--- src/rtl/pipe_pkg.sv ---
// Shared pipeline-control types and constants for the hazard/sequencing logic.
package pipe_pkg;

  typedef enum logic [1:0] {RUN, MD_BUSY, EXC, ERET} hz_state_t;

  localparam logic [4:0]  EXC_RI  = 5'd10;
  localparam logic [4:0]  EXC_OV  = 5'd12;
  localparam logic [4:0]  EXC_DZ  = 5'd13;
  localparam logic [4:0]  EXC_SYS = 5'd8;
  localparam logic [4:0]  EXC_BP  = 5'd9;

  localparam logic [31:0] EXC_VECTOR_DEFAULT = 32'h0000_F000;
  localparam int          CNT_W              = 6;

  // Break is the lowest priority, so it is implied when nothing else is set.
  function automatic logic [4:0] exc_prio(input logic ri, input logic ov,
                                          input logic dz, input logic sys);
    if (ri)       return EXC_RI;
    else if (ov)  return EXC_OV;
    else if (dz)  return EXC_DZ;
    else if (sys) return EXC_SYS;
    else          return EXC_BP;
  endfunction

endpackage

--- src/rtl/md_busy_counter.sv ---
// Loadable down-counter tracking the remaining busy cycles of the HI/LO unit.
module md_busy_counter
  import pipe_pkg::*;
#(
  parameter int W = CNT_W
) (
  input  logic         clock,
  input  logic         reset,
  input  logic         load,
  input  logic         abort,
  input  logic         dec,
  input  logic [W-1:0] load_val,
  output logic [W-1:0] cnt,
  output logic         zero
);

  logic [W-1:0] cnt_q, cnt_d;

  always_comb begin
    cnt_d = cnt_q;
    if (abort)                    cnt_d = '0;
    else if (load)                cnt_d = load_val;
    else if (dec && cnt_q != '0)  cnt_d = cnt_q - 1'b1;
  end

  always_ff @(posedge clock or negedge reset) begin
    if (!reset) cnt_q <= '0;
    else        cnt_q <= cnt_d;
  end

  assign cnt  = cnt_q;
  assign zero = (cnt_q == '0);

endmodule

--- src/rtl/hazard_ctrl.sv ---
// Stall/flush sequencer: load-use bubbles, mult/div busy holds, and
// exception / eret recovery with PC redirect.
module hazard_ctrl
  import pipe_pkg::*;
#(
  parameter int          MUL_LAT    = 4,
  parameter int          DIV_LAT    = 32,
  parameter logic [31:0] EXC_VECTOR = EXC_VECTOR_DEFAULT
) (
  input  logic        clock,
  input  logic        reset,
  input  logic [4:0]  ID_rs,
  input  logic [4:0]  ID_rt,
  input  logic        ID_use_rs,
  input  logic        ID_use_rt,
  input  logic        ID_hilo_use,
  input  logic        ID_EX_MemIOtoReg,
  input  logic [4:0]  ID_EX_waddr,
  input  logic        EX_md_start,
  input  logic        EX_md_is_div,
  input  logic        WB_Overflow,
  input  logic        WB_Divide_zero,
  input  logic        WB_Syscall,
  input  logic        WB_Break,
  input  logic        WB_Reserved_instruction,
  input  logic        WB_Eret,
  input  logic [31:0] WB_PC,
  input  logic [31:0] cp0_epc,
  output logic        pc_stall,
  output logic        IF_ID_stall,
  output logic        ID_EX_flush,
  output logic        IF_ID_flush,
  output logic        EX_MEM_flush,
  output logic        MEM_WB_flush,
  output logic        redirect_valid,
  output logic [31:0] redirect_pc,
  output logic        cp0_exc_we,
  output logic [4:0]  exc_code,
  output logic [31:0] epc_value,
  output logic        md_busy
);

  hz_state_t        state_q, state_d;
  logic             flush_q, flush_d;
  logic             exc_we_q, exc_we_d;
  logic [4:0]       exc_code_q, exc_code_d;
  logic [31:0]      epc_q, epc_d;
  logic [31:0]      rpc_q, rpc_d;
  logic             cnt_load, cnt_abort, cnt_dec, cnt_zero;
  logic [CNT_W-1:0] cnt_val, cnt;
  logic             exc_any, md_go, front_en, load_use, hilo_hold, hold;

  assign exc_any = WB_Overflow | WB_Divide_zero | WB_Syscall | WB_Break |
                   WB_Reserved_instruction;
  assign md_go   = EX_md_start & ~(EX_md_is_div & WB_Divide_zero);
  assign cnt_dec = (state_q == MD_BUSY);

  md_busy_counter #(.W(CNT_W)) u_cnt (
    .clock    (clock),
    .reset    (reset),
    .load     (cnt_load),
    .abort    (cnt_abort),
    .dec      (cnt_dec),
    .load_val (cnt_val),
    .cnt      (cnt),
    .zero     (cnt_zero)
  );

  always_comb begin
    state_d    = state_q;
    flush_d    = 1'b0;
    exc_we_d   = 1'b0;
    exc_code_d = exc_code_q;
    epc_d      = epc_q;
    rpc_d      = rpc_q;
    cnt_load   = 1'b0;
    cnt_abort  = 1'b0;
    cnt_val    = EX_md_is_div ? CNT_W'(DIV_LAT - 1) : CNT_W'(MUL_LAT - 1);
    case (state_q)
      RUN, MD_BUSY: begin
        if (exc_any) begin
          state_d    = EXC;
          cnt_abort  = 1'b1;
          flush_d    = 1'b1;
          exc_we_d   = 1'b1;
          exc_code_d = exc_prio(WB_Reserved_instruction, WB_Overflow,
                                WB_Divide_zero, WB_Syscall);
          epc_d      = WB_PC;
          rpc_d      = EXC_VECTOR;
        end else if (WB_Eret) begin
          state_d   = ERET;
          cnt_abort = 1'b1;
          flush_d   = 1'b1;
          rpc_d     = cp0_epc;
        end else if (md_go) begin
          state_d  = MD_BUSY;
          cnt_load = 1'b1;
        end else if (state_q == MD_BUSY && cnt_zero) begin
          state_d = RUN;
        end
      end
      // Recovery cycles: anything in flight belongs to flushed instructions.
      default: state_d = RUN;
    endcase
  end

  always_ff @(posedge clock or negedge reset) begin
    if (!reset) begin
      state_q    <= RUN;
      flush_q    <= 1'b0;
      exc_we_q   <= 1'b0;
      exc_code_q <= '0;
      epc_q      <= '0;
      rpc_q      <= '0;
    end else begin
      state_q    <= state_d;
      flush_q    <= flush_d;
      exc_we_q   <= exc_we_d;
      exc_code_q <= exc_code_d;
      epc_q      <= epc_d;
      rpc_q      <= rpc_d;
    end
  end

  // Stalls are combinational but forced low while reset is held.
  assign front_en  = reset & ((state_q == RUN) | (state_q == MD_BUSY));
  assign load_use  = ID_EX_MemIOtoReg & (ID_EX_waddr != 5'd0) &
                     ((ID_use_rs & (ID_rs == ID_EX_waddr)) |
                      (ID_use_rt & (ID_rt == ID_EX_waddr)));
  assign hilo_hold = (state_q == MD_BUSY) & ID_hilo_use;
  assign hold      = front_en & (load_use | hilo_hold);

  assign md_busy        = (state_q == MD_BUSY);
  assign pc_stall       = hold;
  assign IF_ID_stall    = hold;
  assign ID_EX_flush    = hold | flush_q;
  assign IF_ID_flush    = flush_q;
  assign EX_MEM_flush   = flush_q;
  assign MEM_WB_flush   = flush_q;
  assign redirect_valid = flush_q;
  assign redirect_pc    = rpc_q;
  assign cp0_exc_we     = exc_we_q;
  assign exc_code       = exc_code_q;
  assign epc_value      = epc_q;

endmodule

--- config.mk ---
export PLATFORM = sky130hd
export DESIGN_NAME = hazard_ctrl
export DESIGN_NICKNAME = d
export VERILOG_FILES = /design/src/rtl/pipe_pkg.sv /design/src/rtl/md_busy_counter.sv /design/src/rtl/hazard_ctrl.sv
export SDC_FILE = /design/constraint.sdc
export NUM_CORES = 1
export LEC_CHECK = 0
export CORE_UTILIZATION = 36
export CTS_CLUSTER_DIAMETER = 80
export DETAILED_ROUTE_END_ITERATION = 10
export PLACE_DENSITY = 0.84
export SLEW_MARGIN = 10
export SYNTH_ARGS = -nofsm -noshare
export SYNTH_HDL_FRONTEND = slang
export SYNTH_SLANG_ARGS = --single-unit
--- constraint.sdc ---
create_clock -name clock -period 1.78 [get_ports clock]
set_clock_uncertainty 0.2 [all_clocks]
set_input_delay 0.178 -clock clock [delete_from_list [all_inputs] [get_ports clock]]
set_output_delay 0.178 -clock clock [all_outputs]
set_load 0.01 [all_outputs]
Word level (Yosys, flattened, before mapping)
Cells that the tools add are included.
Widths: inputs -> output; s select.

word-level totals
  flip-flop bits (word level) = 79

operators by class
  reductions and logical operators = 11
  bitwise logic cells = 18
  add/sub/neg operators = 1
  equal/unequal tests = 4
  muxes and demuxes = 24

operators by type and width
  operator             count
  $mux 32              2
  $mux 6               3
  $eq 5x5->1           2
  $mux 1               10
  $mux 2               5
  $and 1x1->1          9
  $mux 3               3
  $or 1x1->1           8
  $logic_not 6->1      1
  $reduce_bool 6->1    1
  $sub 6x1->6 const B  1
  $mux 5               1
  $ne 5x5->1 const B   1
  $reduce_bool 5->1    1
  $reduce_and 2->1     2
  $reduce_bool 3->1    1
  $eq 2x1->1 const B   1
  $logic_and 1x1->1    2
  $logic_not 2->1      1
  $reduce_bool 2->1    1
  $reduce_or 2->1      1
  $not 1->1            1

Longest topological paths before layout
  depth in word-level cells = 9
  gate-level depth with buffers = 6
  mapped depth without buffers = 6

Cells and area by module
From an unflattened synthesis, not the netlist that was laid out.

second synthesis, totals
  cells, all modules = 249
  area total of the unflattened synthesis = 3,477.1 µm²

by module, submodules not included
  module           sequential area each (µm²)  times used  cells an instance  area an instance (µm²)
  hazard_ctrl      1,801.7                     1           196                3,020.4
  md_busy_counter  150.1                       1           53                 456.7

Least setup slack after synthesis
OpenSTA, ideal clock, no wires.

  path type = register to register
  start point = register state_q[1]
  end point = register u_cnt.cnt_q[1], in the netlist u_cnt.cnt[1]
  cell stages (with the launch flop) = 6
  clock period less this slack = 1.917 ns
  path buffers = 1
  required time = 1.502 ns
  setup slack = -0.137 ns
  data arrival time = 1.639 ns
  cell sequence = dfrtp_1 nor2b_1 clkbuf_1 a21boi_0 mux2_2 a21oi_1

on the way
  longest elaborated chain between the ends = 5
  elaborated cells on any way between the ends = 9
  those cells by class = 1 x eq/ne; 4 x mux; 4 x reduce/logical

RTL lines
  item                      RTL line               text
  start: declaration        hazard_ctrl.sv:43      hz_state_t state_q, state_d;
  start signal: assignment  hazard_ctrl.sv:116     state_q <= state_d;
  $eq 2x1->1 (*)            -
  net md_busy               hazard_ctrl.sv:40      output logic md_busy
  $reduce_or 2->1           hazard_ctrl.sv:79      case (state_q)
  $mux 1                    hazard_ctrl.sv:79
  $mux 6                    md_busy_counter.sv:22  else if (load) cnt_d = load_val;
  $mux 6                    md_busy_counter.sv:21  if (abort) cnt_d = '0;
  end signal: assignment    md_busy_counter.sv:28  else cnt_q <= cnt_d;
  end: declaration          md_busy_counter.sv:17  logic [W-1:0] cnt_q, cnt_d;

The timed path passes the listed nets; every way through them passes the cells marked *.
A chain may end at the register's enable or synchronous reset.

Final worst setup path
  start point = register state_q[1]
  end point = register u_cnt.cnt_q[2], in the netlist u_cnt.cnt[2]

on the way
  longest elaborated chain between the ends = 5
  elaborated cells on any way between the ends = 9
  those cells by class = 1 x eq/ne; 4 x mux; 4 x reduce/logical

RTL lines
  item                                                  RTL line
  $eq 2x1->1 / $logic_not 2->1 (equally long branches)  hazard_ctrl.sv:56, hazard_ctrl.sv:79
  $reduce_or 2->1                                       hazard_ctrl.sv:79
  $mux 1                                                hazard_ctrl.sv:79
  $mux 6                                                md_busy_counter.sv:22
  $mux 6                                                md_busy_counter.sv:21

Several ways; a longest one is shown, not always the timed one.

==> metrics.cfg <==
[pwr]
power_density_nw_per_um2 = 814
power_frac_seq_pct = 43.4
irDropWorstVdd_uv = 433
combPwrFrac_pct = 30.1
swShare_pct = 26.6
power_frac_clock_pct = 26.5
p_int_w = 0.00346
power.switching_w = 0.00125
p_total_w = 0.00471
power_leakage_nw = 2.59

[worst_setup_path]
r2r_cells = 5
start_kind = register
worstSetupPathType = register to register
crit_required_ns = 1.80
critPathMaxFanout = 4
end_kind = register
cp_data_arrival_time_ns = 1.83

[synth]
avgSynthCellArea_um2 = 13.8
yosys_warnings = 0
ys_seq_elements = 78
async_flop_share_pct = 100
synthCells = 235
synth_flop_cell = dfrtp_1
syn_nets = 330
yosysUniqueCellTypes = 43
synth_area_um2 = 3250
yosysSeqAreaShare_pct = 60.0
synth_edf_count = 0

[global_routing]
overflow = 0
grt_use_met1_pct = 22.4
top_usage_layer = met2
grt_pass1_wl_mm = 14.4
gr-usage-met2_pct = 34.8
grt_pass1_vias = 2941
grt_use_met3_pct = 4.48
grt_antenna_before_repair = 0
grt.total_usage_pct = 19.3
grt_max_degree = 79

[outcome]
status = finished with violations
violations = negative setup slack

[place]
place_congestion = 0.843
placed_cells_incl_taps = 526
dpl_worst_slack_ns = -0.684
io_buffers = 169
dp_hpwl_mm = 6.38
placed_area_um2 = 5230

[clocking]
htreeDepth = 3
cts_buffer_depth = 2
clk_pin_slew_ns = 0.09
clock_latency_ns = 0.33
cts_buffers = 9
cts-root-buf = clkbuf_8
cts_tree = yes
cts.sink_count = 78

[sta]
worstMarginPinSlew_ns = 0.965
fin_hold_ws_ns = 0.123
finalHoldViolations = 0
fin_crit_ns = 1.81
maxSlewHeadroom_pct = 35.7
rsz0062_at_grt = yes
max_freq_mhz = 551
setup_ws_ns = -0.0339
fin_crit_sh_pct = 102
setup_viol = 6
finalMaxSlewViolations = 0

[die]
rows = 34
boundaryPins = 171
core-area_um2 = 8720
die_h_um = 97.0
start_util_pct = 37.3
fp.dieW_um = 97.0
dieArea_um2 = 9410

[routing]
via_per_inst = 4.92
final_antenna_net_count = 0
wl_mm = 9.65
firstDrtPassIters = 4
drc = 0
vias = 2722
drt-initial-drc-count = 62
wl_per_cell_um = 17.4

[flow_run]
maxCapViolations = 0

[min_path]
min_path_cells = 4
hold_path_class = input pin to register

[layout]
nets = 537
insertedDiodeCount = 0
stdcell_area_um2 = 5790
fin_cells = 553
synthToLayoutAreaGrowth_pct = 78.1
drive_gt1_share_pct = 26.3

-- cells in the final DEF, fill, tap and decap left out, types with 3 or more instances in the layout --
cell and n:
a22o_1 29, dlygate4sd2_1 9, clkbuf_2 3, xor2_1 8, buf_2 3, buf_12 5, nand2_1 6, mux2_4 24
clkinv_2 3, clkbuf_8 9, mux2_2 10, buf_6 7, xnor2_1 4, clkdlybuf4s15_1 4, o22a_1 4, nor2_1 4
inv_1 7, clkdlybuf4s50_1 147, buf_4 25, dfrtp_1 76, clkbuf_16 3
-- power by group through the flow --
stage	Combinational [W]	Clock, W	Sequential [W]
finish	0.00142	0.00125	0.00204
global route	0.00149	0.00135	0.00207
CTS	0.00121	0.00128	0.00204
detailed placement	0.00120	0	0.00207
global placement	0.00117	0	0.00205
floorplan	0.000398	0	0.00214
-- layer usage --
metal  vias to the layer above  part of all wire [%]  routed length, µm
met5                         -                     0                  0
met4                         0                   1.5                148
met3                        13                   4.8                463
met2                        93                    54               5180
met1                      1352                    40               3850
li1                       1264                     -                  -
-- per-stage QoR --
step / util (%) / setup TNS (ns)
global route: 66.4 / -0.523
finish: 66.4 / -0.138
detailed placement: 60.0 / -39.98
floorplan: - / -0.821
CTS: 63.4 / -1.95
global placement: 60.0 / -36.93
-- Yosys cell counts (4+ instances only) --
master	count	area [µm²]
a22o_1	29	254
nor2_1	4	15.0
o22a_1	4	35.0
a21oi_1	4	20.0
buf_4	8	60.1
inv_1	8	30.0
xor2_1	8	70.1
xnor2_1	4	35.0
nand2_1	6	22.5
mux2_2	34	383
dfrtp_1	78	1950
nor2b_1	4	25.0
-- state kept, by name, summed over array words and instances (netlist names) --
signal / cells
state_q: 2
cp0_exc_we: 1
exc_code: 4
epc_value: 32
redirect_pc: 32
EX_MEM_flush: 1
u_cnt.cnt: 6
-- cell families after synthesis --
| kind of cell | synth area share (%) |
|---|---|
| AND/OR/NAND/NOR | 5.81 |
| XOR/XNOR | 3.23 |
| flip-flops | 60.0 |
| buffers and inverters | 4.35 |
| other | 0.115 |
| adder cells (fa/ha/maj) | 0.770 |
| multiplexers | 12.1 |
| AO/OA/AOI/OAI | 13.6 |
-- critical path, stage by stage, from the launching register on --
cell and delay (ns):
dfrtp_2 0.44, buf_6 0.14, or3_4 0.42, buf_6 0.14, o31ai_4 0.29, a31oi_1 0.07
-- layout make-up --
class | instances | area [µm²]
Clock inverter | 5 | 52.6
Multi-Input combinational cell | 134 | 1370
Tap cell | 108 | 135
Inverter | 8 | 32.5
Fill cell | 636 | 2930
Timing Repair Buffer | 211 | 2120
Clock buffer | 9 | 124
Sequential cell | 78 | 1950
-- final timing paths --
| check | startpoint | end | slack, ns |
|---|---|---|---|
| worst max-delay path | state_q[1]$_DFFE_PN0P_ | u_cnt.cnt[2]$_DFFE_PN0P_ | -0.03 |
| worst min register to register | exc_code[3]$_DFFE_PN0P_ | exc_code[3]$_DFFE_PN0P_ | 0.28 |
| min in group asynchronous | reset | u_cnt.cnt[3]$_DFFE_PN0P_ | 0.42 |
| worst min-delay path | WB_Divide_zero | exc_code[2]$_DFFE_PN0P_ | 0.12 |
| max in group asynchronous | reset | EX_MEM_flush$_DFF_PN0_ | 0.25 |
| worst max register to register | state_q[1]$_DFFE_PN0P_ | u_cnt.cnt[2]$_DFFE_PN0P_ | -0.03 |
-- timing repair --
item                       CTS  global route
gates resized for setup     47            50
hold buffers                 1             1
cloned                       1             4
setup endpoints to repair   78            77
hold endpoints to repair    78             1
pin swaps                   12            12
setup buffers                5             3
Note: power is estimated with default switching activity, not from simulation.
